## src/rtl/multi_mode_ping_pong_counter_pkg.sv

```systemverilog
`default_nettype none
// ============================================================================
// Package     : ppc_pkg
// Description : Shared constants for the multi-mode ping-pong counter:
//               counting-mode encodings, mode width and turn-counter width.
//               Optional feature macro: PPC_TURN_COUNT_EN
// Revision    : 1.0 - initial release
// ============================================================================
package ppc_pkg;

   localparam int MODE_W     = 2;
   localparam int TURN_CNT_W = 16;

   typedef logic [MODE_W-1:0] ppc_mode_t;

   localparam ppc_mode_t PPC_PINGPONG  = 2'b00;
   localparam ppc_mode_t PPC_WRAP_UP   = 2'b01;
   localparam ppc_mode_t PPC_WRAP_DOWN = 2'b10;
   localparam ppc_mode_t PPC_ONESHOT   = 2'b11;

endpackage : ppc_pkg
`default_nettype wire

```

## src/rtl/multi_mode_ping_pong_counter_if.sv

```systemverilog
`default_nettype none
// ============================================================================
// Interface   : multi_mode_ping_pong_counter_if
// Description : Control/status bundle of the multi-mode ping-pong counter.
//               master = driver of controls, slave = the counter itself.
//               turn_cnt exists only when PPC_TURN_COUNT_EN is defined.
// Revision    : 1.0 - initial release
// ============================================================================
interface multi_mode_ping_pong_counter_if #(
   parameter int WIDTH = 4
);
   import ppc_pkg::*;

   logic             enable;
   ppc_mode_t        mode;
   logic             flip;
   logic             load;
   logic [WIDTH-1:0] load_val;
   logic [WIDTH-1:0] step;
   logic [WIDTH-1:0] max;
   logic [WIDTH-1:0] min;
   logic             direction;
   logic [WIDTH-1:0] out;
   logic             hold;
   logic             turn;
   logic             done;
`ifdef PPC_TURN_COUNT_EN
   logic [TURN_CNT_W-1:0] turn_cnt;
`endif

   modport master (
      output enable, mode, flip, load, load_val, step, max, min,
`ifdef PPC_TURN_COUNT_EN
      input  turn_cnt,
`endif
      input  direction, out, hold, turn, done
   );

   modport slave (
      input  enable, mode, flip, load, load_val, step, max, min,
`ifdef PPC_TURN_COUNT_EN
      output turn_cnt,
`endif
      output direction, out, hold, turn, done
   );

endinterface : multi_mode_ping_pong_counter_if
`default_nettype wire

```

## src/rtl/multi_mode_ping_pong_counter_next_state.sv

```systemverilog
`default_nettype none
// ============================================================================
// Module      : ppc_next_state
// Description : Combinational count step for one enabled, primed, non-held,
//               non-load cycle. All arithmetic is WIDTH+1 bits and every
//               result is clamped into [min,max].
// Revision    : 1.0 - initial release
// ============================================================================
module ppc_next_state
   import ppc_pkg::*;
#(
   parameter int WIDTH = 4
) (
   input  wire logic [WIDTH-1:0] out_cur,
   input  wire logic             dir_cur,
   input  wire logic             done_cur,
   input  wire ppc_mode_t        mode,
   input  wire logic             mode_changed,
   input  wire logic             flip,
   input  wire logic [WIDTH-1:0] step,
   input  wire logic [WIDTH-1:0] max,
   input  wire logic [WIDTH-1:0] min,
   output logic      [WIDTH-1:0] out_nxt,
   output logic                  dir_nxt,
   output logic                  turn_nxt,
   output logic                  done_nxt
);

   logic [WIDTH:0]   w_up_sum;
   logic [WIDTH:0]   w_dn_diff;
   logic [WIDTH-1:0] w_up_clamp;
   logic [WIDTH-1:0] w_dn_clamp;
   logic             w_step_nz;

   // One step up / down, saturated at the bounds (extra bit catches overflow and borrow)
   always_comb begin
      w_up_sum   = {1'b0, out_cur} + {1'b0, step};
      w_dn_diff  = {1'b0, out_cur} - {1'b0, step};
      w_up_clamp = (w_up_sum > {1'b0, max}) ? max : w_up_sum[WIDTH-1:0];
      w_dn_clamp = (w_dn_diff[WIDTH] || (w_dn_diff[WIDTH-1:0] < min)) ? min
                                                                     : w_dn_diff[WIDTH-1:0];
      w_step_nz  = (step != '0);
   end

   // Mode-specific next value, direction, turn pulse and done flag
   always_comb begin
      out_nxt  = out_cur;
      dir_nxt  = dir_cur;
      turn_nxt = 1'b0;
      done_nxt = mode_changed ? 1'b0 : done_cur;
      case (mode)
         PPC_PINGPONG: begin
            if (flip) begin
               // Reverse first, then take one step in the new direction
               dir_nxt = ~dir_cur;
               out_nxt = dir_cur ? w_dn_clamp : w_up_clamp;
            end else if (w_step_nz) begin
               if (dir_cur) begin
                  if (out_cur == max) begin
                     dir_nxt  = 1'b0;
                     out_nxt  = w_dn_clamp;
                     turn_nxt = 1'b1;
                  end else begin
                     out_nxt = w_up_clamp;
                  end
               end else begin
                  if (out_cur == min) begin
                     dir_nxt  = 1'b1;
                     out_nxt  = w_up_clamp;
                     turn_nxt = 1'b1;
                  end else begin
                     out_nxt = w_dn_clamp;
                  end
               end
            end
         end
         PPC_WRAP_UP: begin
            dir_nxt = 1'b1;
            if (w_step_nz) begin
               if (out_cur == max) begin
                  out_nxt  = min;
                  turn_nxt = 1'b1;
               end else begin
                  out_nxt = w_up_clamp;
               end
            end
         end
         PPC_WRAP_DOWN: begin
            dir_nxt = 1'b0;
            if (w_step_nz) begin
               if (out_cur == min) begin
                  out_nxt  = max;
                  turn_nxt = 1'b1;
               end else begin
                  out_nxt = w_dn_clamp;
               end
            end
         end
         default: begin
            // One-shot: climb to max, then freeze until load/reset/mode change
            dir_nxt = 1'b1;
            if (!done_nxt) begin
               out_nxt  = w_up_clamp;
               done_nxt = (w_up_clamp == max);
            end
         end
      endcase
   end

endmodule : ppc_next_state
`default_nettype wire

```

## src/rtl/multi_mode_ping_pong_counter.sv

```systemverilog
`default_nettype none
// ============================================================================
// Module      : multi_mode_ping_pong_counter
// Description : Parameterised bounded counter with ping-pong, wrap-up,
//               wrap-down and one-shot modes, programmable step, load,
//               priming after reset and a registered turn pulse.
//               Define PPC_TURN_COUNT_EN to add the saturating turn_cnt output.
// Revision    : 1.0 - initial release
// ============================================================================
module multi_mode_ping_pong_counter
   import ppc_pkg::*;
#(
   parameter int WIDTH = 4
) (
   input wire logic clk,
   input wire logic rst_n,
   multi_mode_ping_pong_counter_if.slave bus
);

   logic [WIDTH-1:0] out_q, out_d;
   logic             dir_q, dir_d;
   logic             turn_q, turn_d;
   logic             done_q, done_d;
   logic             primed_q, primed_d;
   ppc_mode_t        mode_q, mode_d;

   logic [WIDTH-1:0] w_ns_out;
   logic             w_ns_dir;
   logic             w_ns_turn;
   logic             w_ns_done;
   logic             w_hold;
   logic             w_mode_changed;

`ifdef PPC_TURN_COUNT_EN
   localparam logic [TURN_CNT_W-1:0] TURN_CNT_MAX = '1;
   logic [TURN_CNT_W-1:0] turn_cnt_q, turn_cnt_d;
`endif

   // Invalid bounds or an out-of-range value freeze the counter in the same cycle
   always_comb begin
      w_hold = (bus.max < bus.min) | (out_q < bus.min) | (out_q > bus.max) |
               (bus.max == bus.min);
      w_mode_changed = (bus.mode != mode_q);
   end

   ppc_next_state #(
      .WIDTH (WIDTH)
   ) u_next_state (
      .out_cur      (out_q),
      .dir_cur      (dir_q),
      .done_cur     (done_q),
      .mode         (bus.mode),
      .mode_changed (w_mode_changed),
      .flip         (bus.flip),
      .step         (bus.step),
      .max          (bus.max),
      .min          (bus.min),
      .out_nxt      (w_ns_out),
      .dir_nxt      (w_ns_dir),
      .turn_nxt     (w_ns_turn),
      .done_nxt     (w_ns_done)
   );

   // Precedence per enabled cycle: prime > load > hold > count (flip handled in count)
   always_comb begin
      out_d    = out_q;
      dir_d    = dir_q;
      turn_d   = 1'b0;
      done_d   = done_q;
      primed_d = primed_q;
      mode_d   = mode_q;
`ifdef PPC_TURN_COUNT_EN
      turn_cnt_d = turn_cnt_q;
`endif
      if (bus.enable) begin
         mode_d = bus.mode;
         if (!primed_q) begin
            out_d    = bus.min;
            dir_d    = 1'b1;
            done_d   = 1'b0;
            primed_d = 1'b1;
         end else if (bus.load) begin
            out_d  = bus.load_val;
            dir_d  = 1'b1;
            done_d = 1'b0;
`ifdef PPC_TURN_COUNT_EN
            turn_cnt_d = '0;
`endif
         end else if (!w_hold) begin
            out_d  = w_ns_out;
            dir_d  = w_ns_dir;
            turn_d = w_ns_turn;
            done_d = w_ns_done;
`ifdef PPC_TURN_COUNT_EN
            if (w_ns_turn && (turn_cnt_q != TURN_CNT_MAX)) begin
               turn_cnt_d = turn_cnt_q + 1'b1;
            end
`endif
         end
      end
   end

   // State registers; asynchronous reset returns to the un-primed state
   always_ff @(posedge clk or negedge rst_n) begin
      if (!rst_n) begin
         out_q    <= '0;
         dir_q    <= 1'b1;
         turn_q   <= 1'b0;
         done_q   <= 1'b0;
         primed_q <= 1'b0;
         mode_q   <= PPC_PINGPONG;
      end else begin
         out_q    <= out_d;
         dir_q    <= dir_d;
         turn_q   <= turn_d;
         done_q   <= done_d;
         primed_q <= primed_d;
         mode_q   <= mode_d;
      end
   end

`ifdef PPC_TURN_COUNT_EN
   // Saturating count of turn pulses
   always_ff @(posedge clk or negedge rst_n) begin
      if (!rst_n) begin
         turn_cnt_q <= '0;
      end else begin
         turn_cnt_q <= turn_cnt_d;
      end
   end

   assign bus.turn_cnt = turn_cnt_q;
`endif

   assign bus.out       = out_q;
   assign bus.direction = dir_q;
   assign bus.turn      = turn_q;
   assign bus.done      = done_q;
   assign bus.hold      = w_hold;

endmodule : multi_mode_ping_pong_counter
`default_nettype wire

```

## src/flat_wrapper.sv

```systemverilog
// flat-port wrapper written by rule: the top's interface ports become plain ports
module multi_mode_ping_pong_counter_flat import ppc_pkg::*;
#(
   parameter int WIDTH = 4
)
  (clk, rst_n, bus_enable, bus_mode, bus_flip, bus_load, bus_load_val, bus_step, bus_max, bus_min, bus_direction, bus_out, bus_hold, bus_turn, bus_done);
  multi_mode_ping_pong_counter_if #(.WIDTH(WIDTH)) bus_i ();
  input wire logic clk;
  input wire logic rst_n;
  input wire logic [$bits(bus_i.enable)-1:0] bus_enable;
  input wire logic [$bits(bus_i.mode)-1:0] bus_mode;
  input wire logic [$bits(bus_i.flip)-1:0] bus_flip;
  input wire logic [$bits(bus_i.load)-1:0] bus_load;
  input wire logic [$bits(bus_i.load_val)-1:0] bus_load_val;
  input wire logic [$bits(bus_i.step)-1:0] bus_step;
  input wire logic [$bits(bus_i.max)-1:0] bus_max;
  input wire logic [$bits(bus_i.min)-1:0] bus_min;
  output wire logic [$bits(bus_i.direction)-1:0] bus_direction;
  output wire logic [$bits(bus_i.out)-1:0] bus_out;
  output wire logic [$bits(bus_i.hold)-1:0] bus_hold;
  output wire logic [$bits(bus_i.turn)-1:0] bus_turn;
  output wire logic [$bits(bus_i.done)-1:0] bus_done;
  assign bus_i.enable = bus_enable;
  assign bus_i.mode = bus_mode;
  assign bus_i.flip = bus_flip;
  assign bus_i.load = bus_load;
  assign bus_i.load_val = bus_load_val;
  assign bus_i.step = bus_step;
  assign bus_i.max = bus_max;
  assign bus_i.min = bus_min;
  assign bus_direction = bus_i.direction;
  assign bus_out = bus_i.out;
  assign bus_hold = bus_i.hold;
  assign bus_turn = bus_i.turn;
  assign bus_done = bus_i.done;
  multi_mode_ping_pong_counter #(.WIDTH(WIDTH)) u_core (.clk(clk), .rst_n(rst_n), .bus(bus_i));
endmodule
```

## config.mk

```make
export PLATFORM = sky130hd
export DESIGN_NAME = multi_mode_ping_pong_counter_flat
export DESIGN_NICKNAME = d
export VERILOG_FILES = /design/src/rtl/multi_mode_ping_pong_counter_pkg.sv /design/src/rtl/multi_mode_ping_pong_counter_if.sv /design/src/rtl/multi_mode_ping_pong_counter_next_state.sv /design/src/rtl/multi_mode_ping_pong_counter.sv /design/src/flat_wrapper.sv
export SDC_FILE = /design/constraint.sdc
export NUM_CORES = 1
export LEC_CHECK = 0
export ABC_AREA = 0
export BUFFER_PORTS_ARGS = -buffer_cell sky130_fd_sc_hd__buf_2
export CAP_MARGIN = 5
export CORE_AREA = 2 2 69 71
export CTS_CLUSTER_SIZE = 25
export DETAILED_ROUTE_END_ITERATION = 7
export DIE_AREA = 0 0 71 73
export HOLD_SLACK_MARGIN = 0.12
export SETUP_SLACK_MARGIN = 0.4
export SLEW_MARGIN = 20
export SYNTH_ARGS = -nofsm -noshare
export SYNTH_HDL_FRONTEND = slang
export SYNTH_SLANG_ARGS = --single-unit
```

## constraint.sdc

```tcl
create_clock -name clk -period 7.8 [get_ports clk]
set_input_delay 0.39 -clock clk [delete_from_list [all_inputs] [get_ports clk]]
set_output_delay 0.39 -clock clk [all_outputs]
set_load 0.1 [all_outputs]
```

# Yosys cells after proc, flatten, opt, wreduce, memory -nomap -nowiden
# Cells that the tools add are included.
[classes]
n_bitwise = 4
reduce_logical = 7
add_sub_neg = 2
n_mux = 43
eq_ne = 12
magnitude_cmp = 5
[op_table]
columns = ["cell", "count"]
rows = [
  ["$mux 4", 16],
  ["$mux 1", 24],
  ["$eq 4x4->1", 4],
  ["$lt 4x4->1", 3],
  ["$pmux 4 s3", 1],
  ["$ne 4x4->1 const B", 2],
  ["$ne 6x6->1 const B", 1],
  ["$reduce_and 6->1", 1],
  ["$add 4x4->5", 1],
  ["$gt 5x4->1", 1],
  ["$ne 5x5->1 const B", 1],
  ["$sub 4x4->5", 1],
  ["$gt 4x4->1", 1],
  ["$reduce_bool 4->1", 1],
  ["$ne 3x3->1 const B", 1],
  ["$or 1x1->1", 3],
  ["$pmux 1 s3", 1],
  ["$reduce_and 3->1", 1],
  ["$reduce_or 3->1", 1],
  ["$eq 2x1->1 const B", 1],
  ["$eq 2x2->1 const B", 1],
  ["$logic_not 2->1", 1],
  ["$ne 2x2->1", 1],
  ["$pmux 1 s2", 1],
  ["other kinds (3)", 3],
]
[totals]
inputBits = 23
output_inout_bits = 8
reg_bits = 10
elab_cells = 79

# Depth between registers and ports, before layout
# Gate-level depths: netlist of the first run.
[depth]
depth_word = 12
mapped_depth = 14
depth_no_buf = 13

# Hierarchy
# A second synthesis of the first run with hierarchy kept.
[hier_totals]
cells_unflattened = 303
area_unflattened_um2 = 2321.0
[by_module_without_submodules]
columns = ["mod", "seq_area_each_um2", "area_each_um2", "instances", "cells_each"]
rows = [
  ["ppc_next_state", 0.0, 1383.8, 1, 192],
  ["multi_mode_ping_pong_counter", 251.5, 937.1, 1, 111],
]

# Least setup slack after synthesis of the first run
# No wires, ideal clock.
[synth_timing]
path_kind = "reg-to-reg"
startpoint = "reg u_core.out_q[0] (netlist: u_core.bus.out[0])"
endpoint = "reg u_core.out_q[2] (netlist: u_core.bus.out[2])"
n_path_buf = 1
slack_ns = 3.979
stages_incl_launch_ff = 9
arrival_time_ns = 3.701
path_cell_list = "dfrtp_1 inv_1 ha_1 and4_1 buf_2 o211ai_2 o21ai_1 mux2_1 a31o_1"
[synth_between]
word_cells_on_any_way = 31
cone_classes = "add/sub (2); order compare (4); eq/ne (3); mux (17); bitwise (3); reduce/logical (2)"
[synth_rtl]
columns = ["element", "line_no", "source"]
rows = [
  ["start: declaration", "multi_mode_ping_pong_counter.sv:20", "logic [WIDTH-1:0] out_q, out_d;"],
  ["start signal: assignment", "multi_mode_ping_pong_counter.sv:113", "out_q <= out_d;"],
  ["$lt 4x4->1", "multi_mode_ping_pong_counter.sv:41", "w_hold = (bus.max < bus.min) | (out_q < bus.min) | (out_q > bus.max) |"],
  ["$or 1x1->1", "multi_mode_ping_pong_counter.sv:41", ""],
  ["$or 1x1->1 * (2 in a row)", "multi_mode_ping_pong_counter.sv:41", ""],
  ["net bus_hold", "flat_wrapper.sv:20", "output wire logic [$bits(bus_i.hold)-1:0] bus_hold;"],
  ["$ne 3x3->1 (no source line) *", "--", ""],
  ["$reduce_and 6->1 (no source line) *", "--", ""],
]
# Mark *: on every way through the listed nets, which the timed path passes. The rest lies on a longest branch. The select of a mux whose other input is x is not followed.
# A chain may end at the register's enable or synchronous reset.

# Final worst setup path of the first run
[layout_timing]
startpoint = "reg u_core.out_q[1] (netlist: u_core.bus.out[1])"
endpoint = "reg u_core.out_q[0] (netlist: u_core.bus.out[0])"
[layout_between]
elab_chain_cells = 12
word_cells_on_any_way = 31
cone_classes = "add/sub (2); order compare (4); eq/ne (3); mux (17); bitwise (3); reduce/logical (2)"
[layout_rtl]
columns = ["element", "line_no", "source"]
rows = [
  ["$sub 4x4->5", "multi_mode_ping_pong_counter_next_state.sv:38", "w_dn_diff = {1'b0, out_cur} - {1'b0, step};"],
  ["$lt 4x4->1", "multi_mode_ping_pong_counter_next_state.sv:40", "w_dn_clamp = (w_dn_diff[WIDTH] || (w_dn_diff[WIDTH-1:0] < min)) ? min"],
  ["$logic_or 1x1->1", "multi_mode_ping_pong_counter_next_state.sv:40", ""],
  ["$mux 4", "multi_mode_ping_pong_counter_next_state.sv:40", ""],
  ["$mux 4, on equally long branches", "multi_mode_ping_pong_counter_next_state.sv:67, multi_mode_ping_pong_counter_next_state.sv:59", ""],
  ["$mux 4", "multi_mode_ping_pong_counter_next_state.sv:58", "if (dir_cur) begin"],
  ["$mux 4", "multi_mode_ping_pong_counter_next_state.sv:57", "end else if (w_step_nz) begin"],
  ["$mux 4", "multi_mode_ping_pong_counter_next_state.sv:53", "if (flip) begin"],
  ["$pmux 4 s3", "multi_mode_ping_pong_counter_next_state.sv:51", "case (mode)"],
  ["$mux 4", "multi_mode_ping_pong_counter.sv:89", "end else if (!w_hold) begin"],
  ["$mux 4", "multi_mode_ping_pong_counter.sv:82", "end else if (bus.load) begin"],
  ["$mux 4", "multi_mode_ping_pong_counter.sv:77", "if (!primed_q) begin"],
]
# Several ways; a longest one is shown, not always the timed one. The select of a mux whose other input is x is not followed.

==> reports/metrics.yaml, run 1 <==
final_layout:
  finish.net_count: 306
  antennaDiodeCount: 0
  syn2layout_area_growth_pct: 15.05
  final_cells: 303
  final_common_cell: "ha_1"
  drive_gt1_share_pct: 17.27
  final_cell_mix: "ha_1 (31), buf_2 (30), inv_1 (22), nand2_1 (22), o21ai_0 (18)"
worst_setup_path:
  crit_start: "u_core.bus.out[1]$_DFFE_PN0P_"
  crit_buf_inv: 1
  worstPathRequired_ps: 7890
  crit_cells: 11
  start_kind: "register"
  cp.arrival_ps: 3810
  cp_max_fo: 8
  cp_slowest_cell: "dfrtp_1"
  crit_path_end: "u_core.bus.out[0]$_DFFE_PN0P_"
  rrSetupSlack_ps: 4080
  rr_worst_depth: 11
  path_delay_family: "compound AO/OA/AOI/OAI gates"
  cp-end-kind: "register"
  r2r-start: "u_core.bus.out[1]$_DFFE_PN0P_"
  r2r-end: "u_core.bus.out[0]$_DFFE_PN0P_"
  slowest_delay_ps: 540
  worstSetupPathType: "reg -> reg"
  crit_chain: "inv_1 > fa_1 > xor2_1 > ha_1 > and3b_1 > a2111oi_2 > o21ai_2 > mux2i_1 > a21oi_1 > nor4_1 > o221ai_1"
drt:
  drt_wl_total_mm: 4.920
  wl_per_cell_um: 16.24
  drt_pass1_iterations: 4
  ant_nets: 0
  vias: 1706
  routed_via_density: 5.630
  drt-initial-drc-count: 80
  drc: 0
job:
  max-cap-violations: 0
synth:
  synth_warnings: 0
  synth_seq_cells: 10
  synth-edff-count: 0
  syn-cell-area_sq_mm: 0.001738
  synth_top_area_cell: "ha_1"
  synth-seq-area-share_pct: 14.47
  syn_inst: 219
  synth_top_area_share_pct: 22.32
  synthFlopType: "dfrtp_1"
  syn_avg_cell_area_sq_um: 7.936
  synth.area.top_cells: "ha_1 (22%), dfrtp_1 (13%), o21ai_0 (5.2%)"
  synth_fp_nets: 275
  synthDistinctLibCells: 51
  synth-async-reset-ratio_pct: 100.0
timing:
  skew_ps: 1.038
  max-slew-margin-rel_pct: 52.61
  setup_viol: 0
  report.final.slew_viol_count: 0
  period_share_pct: 47.70
  fmax_mhz: 268.8
  period_needed_ps: 3721
  final_hold_viol_count: 0
  setup_tns_ps: 0
  rsz0062_at_grt: "false"
  worst_pin_slew_ps: 704.3
clock_network:
  clock-sinks: 10
  path_clk_slew_ps: 50
  numCtsBuffers: 3
  cts_resized: 0
  cts_root_buffer: "clkbuf_8"
  clk_path_buf_depth: 2
  postCtsSetupBuffers: 0
  cts_tree: "yes"
  htreeDepth: 1
  clk_latency_ps: 230
global_routing:
  grt_busiest_layer: "met2"
  grt_overflow_total: 0
  grt_pass1_wl_mm: 7.948
  grtUsageMet3_pct: 4.558
  grt_max_degree: 12
  grt_use_total_pct: 19.35
  grt_util_met1_pct: 25.32
  met2_usage_pct: 32.61
  grt_pass1_vias: 1627
  antenna_found_initial: 0
floorplan:
  num_io_pins: 31
  dieArea_sq_mm: 0.005183
  die_w_um: 71
  core_sq_mm: 0.004536
  fp.dieH_um: 73
  num_rows: 25
  start_util_pct: 38.32
power_and_ir_drop:
  power.total_uw: 510.5
  vdd_ir_drop_max_v: 0.0001136
  pwr_density_cell_mw_per_mm2: 255.3
  leakage_uw: 0.0009642
placement:
  gp_congestion: 0.9350
  placed_cells: 298
  io_buffers: 30
  dp_hpwl_mm: 3.962
run_status:
  status: "finished, final reports clean"
min_path:
  min_path_type: "in -> reg"
## layer usage
layer  wire length, um  vias to the layer above  share of wire [%]
met5                 0                        -                  0
met4                99                        0                2.0
met3               283                        8                5.8
met2              2255                       55                 46
met1              2281                      779                 46
li1                  -                      864                  -
## report_power, final
part	switching, uW	total, uW	internal (uW)
sequential	15.4	75.7	60.2
clock	20.0	64.4	44.3
combinational	240	371	131
## worst register-to-register path, delay by kind of cell, from the launching register on
family          cells  cell delay, ps
compound gates      4             850
xor+xnor            1             400
fa+ha+maj           2             830
buf+inv             1             140
flops               1             540
mux                 1             300
simple gates        2             520
## flip-flops by register name (all words and copies together), names as in the netlist
name	count
u_core.bus.out	4
u_core.mode_q	2
u_core.bus.direction	1
u_core.bus.done	1
u_core.bus.turn	1
u_core.primed_q	1
## through the flow
| step | worst slack (ps) | cell area, sq um | hold WS (ps) | utilization, % |
|---|---|---|---|---|
| 3_3_place_gp | 4034 | 1934 | 263.5 | 42.65 |
| 4_1_cts | 4092 | 1999 | 469.3 | 44.08 |
| 5_1_grt | 3864 | 1999 | 477.7 | 44.08 |
| 2_1_floorplan | 3979 | 1738 | 94.41 | - |
| 3_5_place_dp | 4111 | 1934 | 265.5 | 42.65 |
| 6_report | 4079 | 1999 | 472.1 | 44.08 |
## cell families (layout without fill, tap and decap cells)
logic type / after synthesis / in the layout / share of synthesized area [%]
buffers and inverters: 27 / 57 / 5.976
xor gates and xnor gates: 10 / 10 / 5.471
muxes: 10 / 10 / 5.976
DFF: 10 / 10 / 14.47
adders and majority gates: 33 / 33 / 24.62
AOI/OAI and AO/OA: 67 / 67 / 25.27
and+or+nand+nor: 62 / 62 / 18.22
## cell usage after synthesis (2+ instances only)
master	number
nor4_1	2
nor2_1	7
and4_1	2
mux2i_1	7
o21a_1	2
buf_2	2
xnor2_1	5
nor3_1	5
nor2b_1	5
nand3_1	6
a22o_1	2
o21ai_0	18
a21oi_1	16
nand4_1	5
inv_1	22
o211ai_1	2
o221ai_1	2
mux2_2	2
xor2_1	4
nand2b_1	2
a21o_1	3
a31oi_1	3
a22oi_1	4
nand2_1	22
dfrtp_1	9
ha_1	31
fa_1	2
o22ai_1	2
clkbuf_1	3
## worst min path at each step
stage / to / cells past startpoint / slack (ps) / start
after CTS: u_core.mode_q[0]$_DFFE_PN0P_ / 2 / 470 / bus_mode[0]
after global routing: u_core.mode_q[0]$_DFFE_PN0P_ / 2 / 480 / bus_mode[0]
final: u_core.mode_q[0]$_DFFE_PN0P_ / 2 / 470 / bus_mode[0]
after detailed placement: u_core.bus.done$_DFFE_PN0P_ / 1 / 270 / rst_n
after global placement: u_core.mode_q[1]$_DFFE_PN0P_ / 1 / 260 / rst_n
after floorplan: u_core.bus.done$_DFFE_PN0P_ / 0 / 90 / rst_n
## timing repair
| item | in CTS | in global routing |
|---|---|---|
| setup endpoints to repair | 0 | 0 |
| hold endpoints to repair | 9 | 0 |
| hold buffers | 1 | 0 |
## layout make-up
type / count / area, sq um
clock buffer: 4 / 55.05
fill: 464 / 2536
inverter: 22 / 82.58
multi-input combinational: 182 / 1383
sequential: 10 / 251.5
tap: 54 / 67.56
timing repair buffer: 31 / 160.2
Power figures use the tool's default switching activity.
==> run 2: changes to the inputs <==
clock period = 3.7 ns   (was 7.8 ns; I/O delays follow)
==> run 2 against run 1 <==
  * Worst hold slack worse by 200 ps
  * Fmax up 14%
  * Via count up 7.2%
  * Cell count up 3.6%
  * First-iteration DRC count up 23%
  * Critical endpoint is now u_core.bus.out[2]$_DFFE_PN0P_
==> reports/metrics.yaml, run 2 (synthesis gave the netlist of run 1 again) <==
run_status:
  status: "finished, final reports clean"
drt:
  routed_via_density: 5.825  # +3.5%
  drt_pass1_iterations: 4  # unchanged
  wl_per_cell_um: 17.46  # +7.5%
  drt-initial-drc-count: 98  # +23%
  drt_wl_total_mm: 5.483  # +11%
  vias: 1829  # +7.2%
  ant_nets: 0  # unchanged
  drc: 0  # unchanged
power_and_ir_drop:
  leakage_uw: 0.001025  # +6.3%
  power.total_uw: 1375  # +170%
  pwr_density_cell_mw_per_mm2: 608.0  # +140%
  vdd_ir_drop_max_v: 0.0002909  # +160%
clock_network:
  htreeDepth: 1  # unchanged
  path_clk_slew_ps: 50  # about the same
  cts_tree: "yes"
  clk_path_buf_depth: 2  # unchanged
  numCtsBuffers: 3  # unchanged
  clk_latency_ps: 230  # about the same
  cts_root_buffer: "clkbuf_8"
  clock-sinks: 10  # unchanged
floorplan:
  fp.dieH_um: 73  # unchanged
  dieArea_sq_mm: 0.005183  # unchanged
  num_rows: 25  # unchanged
  num_io_pins: 31  # unchanged
  die_w_um: 71  # unchanged
  start_util_pct: 38.32  # unchanged
  core_sq_mm: 0.004536  # unchanged
worst_setup_path:
  path_delay_family: "compound AO/OA/AOI/OAI gates"
  start_kind: "register"
  crit_chain: "ha_2 > inv_1 > fa_2 > xor2_4 > ha_4 > and3b_2 > a2111oi_4 > o21ai_2 > buf_6 > a22o_1 > a22oi_2 > o2111ai_2 > a31o_1"
  cp_slowest_cell: "fa_2"
  worstPathRequired_ps: 3820  # -4070 ps
  slowest_delay_ps: 440  # -100 ps
  crit_buf_inv: 2  # +1
  cp_max_fo: 4  # -4
  cp.arrival_ps: 3390  # -420 ps
  worstSetupPathType: "reg -> reg"
  cp-end-kind: "register"
final_layout:
  largest_register_ff_count: 4  # unchanged
  syn2layout_area_growth_pct: 30.09
  antennaDiodeCount: 0  # unchanged
  num-fill-cells: 440  # -5.2%
  drive_gt1_share_pct: 30.00  # +13 points
  finish.net_count: 317  # +3.6%
  final_cell_mix: "buf_2 (30), ha_1 (27), nand2_1 (22)"
  final_common_cell: "buf_2"
global_routing:
  grt_use_total_pct: 20.37  # +1.0 points
  grt_max_degree: 12  # unchanged
  grt_overflow_total: 0  # unchanged
  grt_pass1_wl_mm: 8.369  # +5.3%
  antenna_found_initial: 0  # unchanged
  grt_pass1_vias: 1696  # +4.2%
placement:
  io_buffers: 30  # unchanged
  dp_hpwl_mm: 4.113  # +3.8%
  gp_congestion: 0.9416  # +0.71%
min_path:
  min_path_type: "in -> reg"
timing:
  rsz0062_at_grt: "false"
  report.final.slew_viol_count: 0  # unchanged
  setup_viol: 0  # unchanged
  skew_ps: 0.4063  # -0.6314 ps
  final_hold_viol_count: 0  # unchanged
  setup_tns_ps: 0  # unchanged
  worst_pin_slew_ps: 693.1  # -11.22 ps
  max-slew-margin-rel_pct: 53.37  # +0.75 points
  period_share_pct: 88.28  # +41 points
  fmax_mhz: 306.1  # +14%
  period_needed_ps: 3266  # -454.2 ps
job:
  max-cap-violations: 0  # unchanged
## run 2: cell count changes in the layout (fill, tap and decap cells not counted), moves of 3 or more
cell and change:
buf_4 +10, dfrtp_1 -4, ha_1 -4, dfrtp_4 +3, ha_4 +3
## run 2: worst paths after layout
path | start | endpoint | slack, ps | depth (start not counted)
worst max-delay path | u_core.bus.out[0]$_DFFE_PN0P_ | u_core.bus.out[2]$_DFFE_PN0P_ | 430 | 13
worst min-delay path | bus_mode[0] | u_core.mode_q[0]$_DFFE_PN0P_ | 270 | 2
worst max register to register | u_core.bus.out[0]$_DFFE_PN0P_ | u_core.bus.out[2]$_DFFE_PN0P_ | 430 | 13
worst min register to register | u_core.mode_q[1]$_DFFE_PN0P_ | u_core.mode_q[1]$_DFFE_PN0P_ | 530 | 1
max in group asynchronous | rst_n | u_core.bus.direction$_DFFE_PN1P_ | 3110 | 2
min in group asynchronous | rst_n | u_core.bus.done$_DFFE_PN0P_ | 340 | 2
## run 2: metal layers
metal	track usage, %	routed length [um]	vias up
met4	6.709	197	0
li1	-	-	890
met1	27.13	2285	837
met2	33.75	2618	86
met3	3.315	381	16
met5	0	0	-
## run 2: layout make-up
type                            count  area [sq um]  share of cell area (%)
Multi-Input combinational cell    182          1545                   68.35
Sequential cell                    10         264.0                   11.68
Timing Repair Buffer               42         246.5                   10.90
Inverter                           22         82.58                   3.652
Tap cell                           54         67.56                   2.988
Clock buffer                        4         55.05                   2.435
## run 2: worst reg2reg max path, cell delays in order (launching register included)
cell and delay, ps:
dfrtp_4 410, ha_2 180, inv_1 60, fa_2 440, xor2_4 220, ha_4 240
and3b_2 230, a2111oi_4 300, o21ai_2 150, buf_6 140, a22o_1 180, a22oi_2 180
o2111ai_2 180, a31o_1 240
## run 2: metrics by stage
stage | worst slack (ps) | utilization, % | hold slack, ps | std cells | instance area, sq um
after floorplan | 400.3 | - | -110.6 | 219 | 1767
after global placement | 12.59 | 43.45 | 58.91 | 299 | 1971
after detailed placement | 31.12 | 43.45 | 61.06 | 299 | 1971
after CTS | 427.4 | 46.59 | 265.9 | 309 | 2113
after global routing | 359.5 | 49.85 | 274.7 | 314 | 2261
final | 433.6 | 49.85 | 272.0 | 314 | 2261
## run 2: report_power, final
part | leakage [uW] | switching (uW) | internal, uW
clock | 0.0000288 | 42.0 | 93.4
combinational | 0.000881 | 618 | 456
sequential | 0.000115 | 31.5 | 134
## run 2: timing repair
item,in CTS,in global routing
cloned,0,0
resized for setup,7,19
setup endpoints to repair,4,4
buffers inserted,5,5
hold buffers,1,0
pin swaps,2,13
endpoints found under the hold margin,10,0
==> run 3: changes to the inputs <==
PLACE_DENSITY = 0.58   (was not set)
SLEW_MARGIN = not set   (was 20)
==> run 3 against run 2 <==
  * Routed wire length is 0.15% lower
  * Non-clock buffer count is 1 lower
  * Sequential power hardly changed
  * Sequential share of layout area is 0.26 points higher
  * Global-route usage is 0.16 points higher
  * Final area is 2.2% lower
  * Via count is 1.7% lower
  * Critical path depth stayed put
  * Total power is 3.3% lower
  * Clock power hardly changed
==> reports/metrics.yaml, run 3 (synthesis gave the netlist of run 1 again) <==
run_status:
  status: "finished, final reports clean"
floorplan:
  num_rows: 25  # unchanged
  num_io_pins: 31  # unchanged
  dieArea_sq_mm: 0.005183  # unchanged
  core_sq_mm: 0.004536  # unchanged
  fp.dieH_um: 73  # unchanged
  die_w_um: 71  # unchanged
  start_util_pct: 38.32  # unchanged
clock_network:
  clk_latency_ps: 230  # about the same
  htreeDepth: 1  # unchanged
  clock-sinks: 10  # unchanged
  clk_path_buf_depth: 2  # unchanged
  path_clk_slew_ps: 50  # about the same
  cts_root_buffer: "clkbuf_8"
  cts_tree: "yes"
  numCtsBuffers: 3  # unchanged
final_layout:
  multi_input_area_sq_mm: 0.001503  # -2.8%
  drive_gt1_share_pct: 28.57  # -1.4 points
  finish.net_count: 316  # -0.32%
  fin_util_pct: 48.74  # -1.1 points
  antennaDiodeCount: 0  # unchanged
  largest_register_ff_count: 4  # unchanged
  final_cells: 313  # -0.32%
  final_cell_mix: "buf_2 (30), ha_1 (29), nand2_1 (22)"
  register_area_sq_um: 264.0  # unchanged
  final_common_cell: "buf_2"
  syn2layout_area_growth_pct: 27.21
  num-fill-cells: 471  # +7.0%
timing:
  setup_viol: 0  # unchanged
  period_share_pct: 87.74  # -0.54 points
  period_needed_ps: 3246  # -19.97 ps
  setup_tns_ps: 0  # unchanged
  skew_ps: 0.3146  # -0.09168 ps
  fmax_mhz: 308.0  # +0.62%
  final_hold_viol_count: 0  # unchanged
  report.final.slew_viol_count: 0  # unchanged
  worst_pin_slew_ps: 869.0  # +175.9 ps
  max-slew-margin-rel_pct: 41.53  # -12 points
  rsz0062_at_grt: "true"
global_routing:
  grt_pass1_wl_mm: 8.293  # -0.91%
  grt_pass1_vias: 1654  # -2.5%
  grt_max_degree: 12  # unchanged
  grt_use_total_pct: 20.53  # +0.16 points
  grt_overflow_total: 0  # unchanged
  antenna_found_initial: 0  # unchanged
worst_setup_path:
  rr_worst_depth: 13  # unchanged
  worstSetupPathType: "reg -> reg"
  cp.arrival_ps: 3370  # -20 ps
  worstPathRequired_ps: 3820  # about the same
  cp-end-kind: "register"
  cp_max_fo: 3  # -1
  start_kind: "register"
job:
  max-cap-violations: 0  # unchanged
power_and_ir_drop:
  power.total_uw: 1329  # -3.3%
  vdd_ir_drop_max_v: 0.0003039  # +4.5%
  pwr_density_cell_mw_per_mm2: 601.0  # -1.1%
  leakage_uw: 0.001009  # -1.5%
drt:
  routed_via_density: 5.741  # -1.4%
  ant_nets: 0  # unchanged
  drc: 0  # unchanged
  drt_wl_total_mm: 5.475  # -0.15%
  drt_pass1_iterations: 4  # unchanged
  vias: 1797  # -1.7%
  drt-initial-drc-count: 97  # -1.0%
  wl_per_cell_um: 17.49  # +0.17%
min_path:
  min_path_type: "in -> reg"
  hold_depth: 3  # +1
placement:
  gp_congestion: 0.9479  # +0.67%
  placed_cells: 299  # unchanged
  dp_hpwl_mm: 4.171  # +1.4%
  io_buffers: 30  # unchanged
run 3: changes by cell type in the layout (fill, tap and decap cells not counted), moves of 2 or more:
cell	delta
mux2i_1	-2
mux2i_2	+4
mux2i_4	-2
ha_1	+2
run 3: final timing paths:
kind                                          startpoint                          endpoint  slack [ps]
hold reg to reg             u_core.mode_q[1]$_DFFE_PN0P_      u_core.mode_q[1]$_DFFE_PN0P_         530
min in group asynchronous                          rst_n      u_core.mode_q[1]$_DFFE_PN0P_         340
setup reg to reg           u_core.bus.out[0]$_DFFE_PN0P_     u_core.bus.out[2]$_DFFE_PN0P_         450
setup / recovery           u_core.bus.out[0]$_DFFE_PN0P_     u_core.bus.out[2]$_DFFE_PN0P_         450
hold / removal                                bus_enable  u_core.bus.direction$_DFFE_PN1P_         270
max in group asynchronous                          rst_n  u_core.bus.direction$_DFFE_PN1P_        3100
run 3: layer usage:
metal,global-route usage (%),wire length [um],vias up
met5,0,0,-
met3,3.591,276,10
li1,-,-,881
met4,7.966,123,0
met2,33.13,2648,64
met1,27.40,2427,842
run 3: final cells by class:
| class | instances | share of cell area (%) |
|---|---|---|
| inverter | 22 | 3.905 |
| multi-input combinational | 182 | 67.97 |
| sequential | 10 | 11.94 |
| timing repair buffer | 41 | 10.64 |
| clock buffer | 4 | 2.490 |
| tap | 54 | 3.056 |
run 3: timing repair:
item                                    4_1_cts  5_1_grt
hold buffers                                  1        0
pin swaps                                     2        7
hold endpoints to repair                     10        0
endpoints found under the setup margin        2        4
setup buffers                                 3        6
gates resized for setup                       3       16
run 3: power breakdown:
group	internal [uW]	leakage (uW)	total, uW	switching [uW]
Sequential	134	0.000115	169	34.4
Clock	93.5	0.0000288	136	42.3
Combinational	429	0.000866	1020	595
Total	657	0.00101	1330	672
run 3: stage by stage:
step                setup WS (ps)  area [sq um]  hold WS (ps)
finish                      453.5          2211         273.3
detailed placement          201.1          1971         58.86
global route                346.8          2211         275.1
global placement            230.4          1971         60.77
floorplan                   400.3          1767        -110.6
CTS                         387.6          2072         266.0
run 3: worst max-delay path, stage by stage, from the launching register on:
cell and delay (ps):
dfrtp_4 490, ha_1 230, inv_1 70, fa_2 460, inv_2 80, ha_1 230
and3b_1 200, a2111oi_4 300, o21ai_2 140, buf_4 170, a22o_1 190, a22oi_2 190
o2111ai_2 160, a31o_1 240
